<file path="src/rtl/qsys_mm_arbiter.sv">
`default_nettype none
// ============================================================================
// Module   : qsys_mm_arbiter
// Purpose  : Shares one Avalon-MM slave port between NUM_MASTERS masters.
//            One master is granted at a time and its write/read command is
//            forwarded to the slave. Read responses are routed back to the
//            issuing master through an in-order tag FIFO.
// Build    : QSYS_ARB_FIXED_PRIO_EN defined   -> fixed priority (lowest
//                                                 index requester wins)
//            QSYS_ARB_FIXED_PRIO_EN undefined -> round-robin (default)
// Ports    : clk, rst             - clock, synchronous active-high reset
//            m_writedata/m_address - packed per-master command fields
//            m_write/m_read        - per-master command strobes
//            m_waitrequest         - per-master stall (low on acceptance)
//            m_readdata            - broadcast copy of s_readdata
//            m_readdatavalid       - one-hot response strobe
//            s_*                   - slave command, response and stall
//            err_unexpected        - sticky: response with no read pending
// Revision : 1.0 - initial release
// ============================================================================
module qsys_mm_arbiter #(
  parameter int NUM_MASTERS = 2,
  parameter int WIDTH       = 32,
  parameter int ADDR_WIDTH  = 32,
  parameter int MAX_PENDING = 4
) (
  input  logic                              clk,
  input  logic                              rst,
  input  logic [NUM_MASTERS*WIDTH-1:0]      m_writedata,
  input  logic [NUM_MASTERS*ADDR_WIDTH-1:0] m_address,
  input  logic [NUM_MASTERS-1:0]            m_write,
  input  logic [NUM_MASTERS-1:0]            m_read,
  output logic [NUM_MASTERS-1:0]            m_waitrequest,
  output logic [WIDTH-1:0]                  m_readdata,
  output logic [NUM_MASTERS-1:0]            m_readdatavalid,
  output logic [WIDTH-1:0]                  s_writedata,
  output logic [ADDR_WIDTH-1:0]             s_address,
  output logic                              s_write,
  output logic                              s_read,
  input  logic [WIDTH-1:0]                  s_readdata,
  input  logic                              s_readdatavalid,
  input  logic                              s_waitrequest,
  output logic                              err_unexpected
);

  localparam int c_IDX_W = (NUM_MASTERS > 1) ? $clog2(NUM_MASTERS) : 1;
  localparam int c_PTR_W = $clog2(MAX_PENDING);
  localparam int c_CNT_W = $clog2(MAX_PENDING + 1);
  localparam logic [c_CNT_W-1:0] c_FULL = c_CNT_W'(MAX_PENDING);

  typedef enum logic [0:0] {
    ST_IDLE = 1'b0,
    ST_BUSY = 1'b1
  } state_t;

  state_t               state_q, state_d;
  logic [c_IDX_W-1:0]   grant_q, grant_d;
  logic [c_PTR_W-1:0]   wr_ptr_q, wr_ptr_d;
  logic [c_PTR_W-1:0]   rd_ptr_q, rd_ptr_d;
  logic [c_CNT_W-1:0]   count_q, count_d;
  logic                 err_q, err_d;
  logic [c_IDX_W-1:0]   tag_mem_q [MAX_PENDING];

  logic [NUM_MASTERS-1:0] w_req;
  logic                   w_any_req;
  logic [c_IDX_W-1:0]     w_pick;
  logic                   w_busy;
  logic                   w_full;
  logic                   w_accept;
  logic                   w_push;
  logic                   w_pop;
  logic                   w_has_tag;

  logic [ADDR_WIDTH-1:0]  w_addr_arr  [NUM_MASTERS];
  logic [WIDTH-1:0]       w_wdata_arr [NUM_MASTERS];

  // Unpack the flat per-master buses so the granted master can be selected
  // with a plain array index.
  for (genvar gi = 0; gi < NUM_MASTERS; gi++) begin : g_unpack
    assign w_addr_arr[gi]  = m_address[gi*ADDR_WIDTH +: ADDR_WIDTH];
    assign w_wdata_arr[gi] = m_writedata[gi*WIDTH +: WIDTH];
  end

  assign w_req     = m_write | m_read;
  assign w_any_req = |w_req;

  // --------------------------------------------------------------------------
  // Arbitration
  // --------------------------------------------------------------------------
`ifdef QSYS_ARB_FIXED_PRIO_EN
  // Scan downward so the lowest-index requester is the last to overwrite.
  always_comb begin
    w_pick = '0;
    for (int j = NUM_MASTERS - 1; j >= 0; j--) begin
      if (w_req[j]) begin
        w_pick = c_IDX_W'(j);
      end
    end
  end
`else
  logic [c_IDX_W-1:0] last_grant_q, last_grant_d;
  logic [c_IDX_W-1:0] w_cand;
  logic               w_found;

  // Search starts one past the previous winner and wraps modulo NUM_MASTERS.
  always_comb begin
    w_pick  = '0;
    w_cand  = '0;
    w_found = 1'b0;
    for (int j = 0; j < NUM_MASTERS; j++) begin
      w_cand = c_IDX_W'((int'(last_grant_q) + 1 + j) % NUM_MASTERS);
      if (!w_found && w_req[w_cand]) begin
        w_found = 1'b1;
        w_pick  = w_cand;
      end
    end
  end

  always_comb begin
    last_grant_d = last_grant_q;
    if (state_q == ST_IDLE && w_any_req) begin
      last_grant_d = w_pick;
    end
  end

  always_ff @(posedge clk) begin
    if (rst) begin
      last_grant_q <= c_IDX_W'(NUM_MASTERS - 1);
    end else begin
      last_grant_q <= last_grant_d;
    end
  end
`endif

  // --------------------------------------------------------------------------
  // Command path
  // --------------------------------------------------------------------------
  assign w_busy = (state_q == ST_BUSY);
  // Fullness is taken from the registered count, so a same-cycle pop does
  // not release a blocked read until the following cycle.
  assign w_full = (count_q == c_FULL);

  assign s_write     = w_busy & m_write[grant_q];
  assign s_read      = w_busy & m_read[grant_q] & ~w_full;
  assign s_address   = w_addr_arr[grant_q];
  assign s_writedata = w_wdata_arr[grant_q];
  assign w_accept    = (s_write | s_read) & ~s_waitrequest;

  always_comb begin
    m_waitrequest = '1;
    if (w_accept) begin
      m_waitrequest[grant_q] = 1'b0;
    end
  end

  always_comb begin
    state_d = state_q;
    grant_d = grant_q;
    case (state_q)
      ST_IDLE: begin
        if (w_any_req) begin
          grant_d = w_pick;
          state_d = ST_BUSY;
        end
      end
      ST_BUSY: begin
        if (w_accept) begin
          state_d = ST_IDLE;
        end
      end
      default: state_d = ST_IDLE;
    endcase
  end

  // --------------------------------------------------------------------------
  // Response tag FIFO
  // --------------------------------------------------------------------------
  assign w_push    = w_accept & s_read;
  assign w_has_tag = (count_q != '0);
  assign w_pop     = s_readdatavalid & w_has_tag;

  always_comb begin
    wr_ptr_d = wr_ptr_q;
    rd_ptr_d = rd_ptr_q;
    count_d  = count_q;
    if (w_push) begin
      wr_ptr_d = wr_ptr_q + c_PTR_W'(1);
    end
    if (w_pop) begin
      rd_ptr_d = rd_ptr_q + c_PTR_W'(1);
    end
    if (w_push && !w_pop) begin
      count_d = count_q + c_CNT_W'(1);
    end else if (!w_push && w_pop) begin
      count_d = count_q - c_CNT_W'(1);
    end
    err_d = err_q | (s_readdatavalid & ~w_has_tag);
  end

  assign m_readdata = s_readdata;

  always_comb begin
    m_readdatavalid = '0;
    if (w_pop) begin
      m_readdatavalid[tag_mem_q[rd_ptr_q]] = 1'b1;
    end
  end

  assign err_unexpected = err_q;

  // --------------------------------------------------------------------------
  // Registers
  // --------------------------------------------------------------------------
  always_ff @(posedge clk) begin
    if (rst) begin
      state_q  <= ST_IDLE;
      grant_q  <= '0;
      wr_ptr_q <= '0;
      rd_ptr_q <= '0;
      count_q  <= '0;
      err_q    <= 1'b0;
    end else begin
      state_q  <= state_d;
      grant_q  <= grant_d;
      wr_ptr_q <= wr_ptr_d;
      rd_ptr_q <= rd_ptr_d;
      count_q  <= count_d;
      err_q    <= err_d;
    end
  end

  // Tag storage needs no reset: entries are only read while count_q > 0.
  always_ff @(posedge clk) begin
    if (w_push) begin
      tag_mem_q[wr_ptr_q] <= grant_q;
    end
  end

endmodule
`default_nettype wire

</file>
<file path="config.mk">
export PLATFORM = sky130hd
export DESIGN_NAME = qsys_mm_arbiter
export DESIGN_NICKNAME = d
export VERILOG_FILES = /design/src/rtl/qsys_mm_arbiter.sv
export SDC_FILE = /design/constraint.sdc
export NUM_CORES = 1
export LEC_CHECK = 0
export ABC_AREA = 0
export CAP_MARGIN = 20
export CORE_AREA = 8 8 100 102
export CTS_BUF_LIST = sky130_fd_sc_hd__clkbuf_8
export CTS_CLUSTER_DIAMETER = 30
export DETAILED_ROUTE_END_ITERATION = 12
export DIE_AREA = 0 0 108 110
export GPL_TIMING_DRIVEN = 0
export PLACE_DENSITY = 0.77
export SLEW_MARGIN = 20
export SYNTH_ARGS = -nofsm -noshare
export SYNTH_HDL_FRONTEND = slang
export SYNTH_SLANG_ARGS = --single-unit
</file>
<file path="constraint.sdc">
create_clock -name clk -period 7.6 [get_ports clk]
set_input_delay 2.28 -clock clk [delete_from_list [all_inputs] [get_ports clk]]
set_output_delay 2.28 -clock clk [all_outputs]
set_load 0.05 [all_outputs]
</file>
==> impl_summary.md <==
Drt
In this run, the number of DRC markers left after iteration 0 of detailed routing was around 90. For this block, the via count after detailed routing is 2305. The iteration count of the initial detailed-routing pass is 4. The number of DRC violations after detailed routing is 0. Dividing the detail-routed wire length by the instance count gives 20.09 um. After detailed routing, the number of vias per cell comes to between 4 and 5. The final layout contains routed wiring with a total length of ~11000 um. The detail route stage leaves a number of antenna-violating nets equal to 0.

Clocking
For this design, the CTS-stage hold fixing added 0 buffers. The number of cells upsized or downsized after cts is 0. The clock tree from TritonCTS is done. The number of buffers added for setup after CTS is 0. Clock tree synthesis found a total of 17 sinks. The clock latency of the later-clocked register in the worst-skew pair is ~0.25 ns. Clock-pin slew was measured on the worst setup and hold paths at around 0.07 ns. The CTS buffer count is 3. The tree is rooted in a sky130_fd_sc_hd__clkbuf_8. The longest clock path from root to sink contains 2 buffers. In this run the number of H-tree levels came out at 1.

Yosys
Counting flops with a built-in enable in the synthesized netlist gives 4. In this run, distinct cell masters in the synthesized netlist total 34. Among all flip-flop cells after synthesis, the most frequent one is sky130_fd_sc_hd__dfxtp_1. The fraction of synthesis flops using an asynchronous set or reset pin is 0%. The synthesized design devotes to its leading area cell type 38.48% of total area.

The xor and xnor area share after synthesis is under 10%. The number of nets produced by synthesis is around 360. The library cell occupying the most area in the post-synthesis netlist is sky130_fd_sc_hd__mux2_2.

The mux cell area share after synthesis is a little over two fifths. The synthesized netlist devotes 4.676% of its cell area to compound gates. Among all cell types in the netlist, the one instantiated most often is sky130_fd_sc_hd__mux2_2.

The area share of and/or/nand/nor cells after synthesis is between 9 and 10%. Averaged over all synthesized cells, the footprint is approximately 10 um2. By area the synthesized netlist is led by sky130_fd_sc_hd__mux2_2 (38%), sky130_fd_sc_hd__dfxtp_1 (14%), sky130_fd_sc_hd__buf_4 (13%).

For this run, the register share of the synthesized area comes to between 20% and 30%. After synthesis, the largest family of logic cells by area is multiplexers. The total number of yosys warnings is 0. The flop and latch count out of synthesis is 17. Ranked by instance count, the synthesized netlist is headed by sky130_fd_sc_hd__mux2_2 (64), sky130_fd_sc_hd__buf_4 (33), sky130_fd_sc_hd__dfxtp_1 (13). Summing the areas of all fa, ha and maj instances in the mapped netlist gives between 4 and 5% of the synthesized area. The synthesized netlist occupies a cell area of about 0.0019 mm2.

Counting every instance in the synthesized netlist gives between 150 and 200.

Final layout
The layout has 748 filler cells. The design area is around 0.0044 mm2. The net count of the finished layout is 605.

The sequential standard cell area is between 300 and 400 um2. The area growth from synthesis to layout is 137.0%. The multi-input logic area is between 0.001 and 0.0015 mm2. The share of final-layout standard cells stronger than drive strength 1 is 26.28%. The final antenna diode count is 0.

Setup path
The largest single stage delay on the critical path is about 0.83 ns. For the worst setup path, the data required time is roughly 5.3 ns. The master of the slowest instance on the critical path is sky130_fd_sc_hd__clkdlybuf4s50_1. Data arrives at the worst endpoint at roughly 4.1 ns. The largest fanout of any net on the critical path is 3.

Among the stages of the critical path, the cell type that occurs most often is sky130_fd_sc_hd__clkdlybuf4s50_1. The critical path class is primary input to output port. STA classifies the critical path endpoint as an output port.

The worst setup path is launched from a primary input. Walking the worst path, the cells encountered are clkdlybuf4s50_1 -> mux2i_1 -> nor2b_1 -> o21ai_0 -> clkdlybuf4s50_1.

STA
In the post-route analysis, the smallest setup slack over all paths is 1.257 ns. In the finished design, the share of the clock period the worst path needs comes to between 80 and 90%. Setup violations remaining at the end of the flow were counted as 0. The shortest period the worst path allows is 6.343 ns.

The transition at the pin with the smallest max-transition slack is ~0.72 ns. Static timing analysis puts the maximum clock frequency at roughly 160 MHz. The number of hold-slack violations in the final timing report was 0.

Setup repair after global routing left no endpoint under its margin. In the final timing run, aggregate negative setup slack is 0 ns. The final worst clock skew is ~0.0052 ns. Headroom to the max-slew limit came out at around half. The final number of max-transition violations was 0.

Pwr
Across the VDD grid, the largest voltage drop is 0.1090 mV. In this run the static leakage power is 0.001722 uW. In this run the power density over the cells is around 150 mW/mm2.

Die
After floorplanning, the core was divided into 34 placement rows. The floorplan step defined a die boundary enclosing 0.01188 mm2. The number of top-level pins is approximately 270. The effective utilization at floorplan is ~22%.

The placeable core region is roughly 0.0085 mm2. From bottom edge to top edge, the die measures roughly 110 um. In this run the horizontal extent of the chip is ~110 um.

Global route
The global-route wire length before repair is 14720 um. The largest net degree at the start of global routing is 12. The number of antenna violations at the first check in global routing was 0.

Global routing consumed, over all layers together, 15.91% of the routing resources. The global route total overflow is 0. The number of global-route vias before repair is ~2400.

Placement
The placer's final routability congestion estimate is about 0.79. At the placement stage, the worst setup path has a slack of about 1.3 ns. The placed wire-length estimate after detailed placement is around 9500 um. In this run the cell area measured after placement is 0.004390 mm2. The number of port buffers is roughly 240.

Run status
The flow ran to the end, and the final reports show no timing, DRC or antenna violations.

Run
Across the run, the number of max-cap violations was 0.

Worst hold path
The path category of the worst min-delay check is flip-flop to flip-flop.
## critical path, delay by kind of cell
family / cells / cell delay (ns)
compound gates: 1 / 0.18
buf+inv: 2 / 1.29
mux: 1 / 0.20
simple gates: 1 / 0.10
## layout by cell type, fill, tap and decap left out, types with 3 or more instances in the layout
master,netlist,final
sky130_fd_sc_hd__a21oi_1,3,3
sky130_fd_sc_hd__and2_1,4,4
sky130_fd_sc_hd__buf_2,7,7
sky130_fd_sc_hd__buf_4,33,33
sky130_fd_sc_hd__clkbuf_8,0,3
sky130_fd_sc_hd__clkdlybuf4s50_1,0,238
sky130_fd_sc_hd__dfxtp_1,13,13
sky130_fd_sc_hd__edfxtp_1,4,4
sky130_fd_sc_hd__ha_1,5,5
sky130_fd_sc_hd__inv_1,4,4
sky130_fd_sc_hd__mux2_2,64,64
sky130_fd_sc_hd__mux2i_1,4,4
sky130_fd_sc_hd__nor2_1,12,12
sky130_fd_sc_hd__o21ai_0,3,3
sky130_fd_sc_hd__xor2_1,4,4
## worst paths after layout
check	to	cells after the start	startpoint	slack [ns]
max	m_waitrequest[0]	5	m_write[1]	1.26
min	wr_ptr_q[1]$_SDFFE_PP0P_	2	wr_ptr_q[1]$_SDFFE_PP0P_	0.51
max reg2reg	count_q[2]$_SDFFE_PP0P_	9	grant_q$_SDFFE_PP0P_	5.02
min reg2reg	wr_ptr_q[1]$_SDFFE_PP0P_	2	wr_ptr_q[1]$_SDFFE_PP0P_	0.51
## area by class of cell
cell class,count,share of cell area (%)
clock inverters,1,0.1691
repair buffers,238,53.66
flip-flops and latches,17,8.568
multi-input cells,125,26.75
inverters,4,0.3382
clock buffers,3,0.9301
well taps,108,3.044
plain buffers,42,6.539
## where the power goes
part	internal, uW	switching [uW]	leakage (uW)
combinational	215	262	0.00156
clock	36.9	30.6	0.0000217
sequential	110	21.6	0.000144
total	363	314	0.00172
## metal layers
metal	GRT usage (%)	vias to the layer above	wire, um
met5	0	-	0
met4	2.874	0	79
met3	8.372	6	1439
met2	28.03	126	5419
met1	16.63	1056	3866
li1	-	1117	-
## cells by family after synthesis
group                      count (synthesis)
AOI/OAI and AO/OA                         13
xor gates and xnor gates                   4
adders and majority gates                  6
buffers and inverters                     46
DFF                                       17
muxes                                     70
and+or+nand+nor                           32
## metrics by stage
step | hold WS [ns] | utilization [%] | instances | power, uW
4_1_cts | 0.5185 | 52.44 | 538 | 682.0
3_5_place_dp | 0.5071 | 51.86 | 534 | 611.6
6_report | 0.5109 | 52.44 | 538 | 677.2
2_1_floorplan | 0.4613 | - | 188 | 425.2
5_1_grt | 0.5404 | 52.44 | 538 | 711.6
3_3_place_gp | 0.4712 | 51.86 | 534 | 603.4
Power figures use the tool's default switching activity.
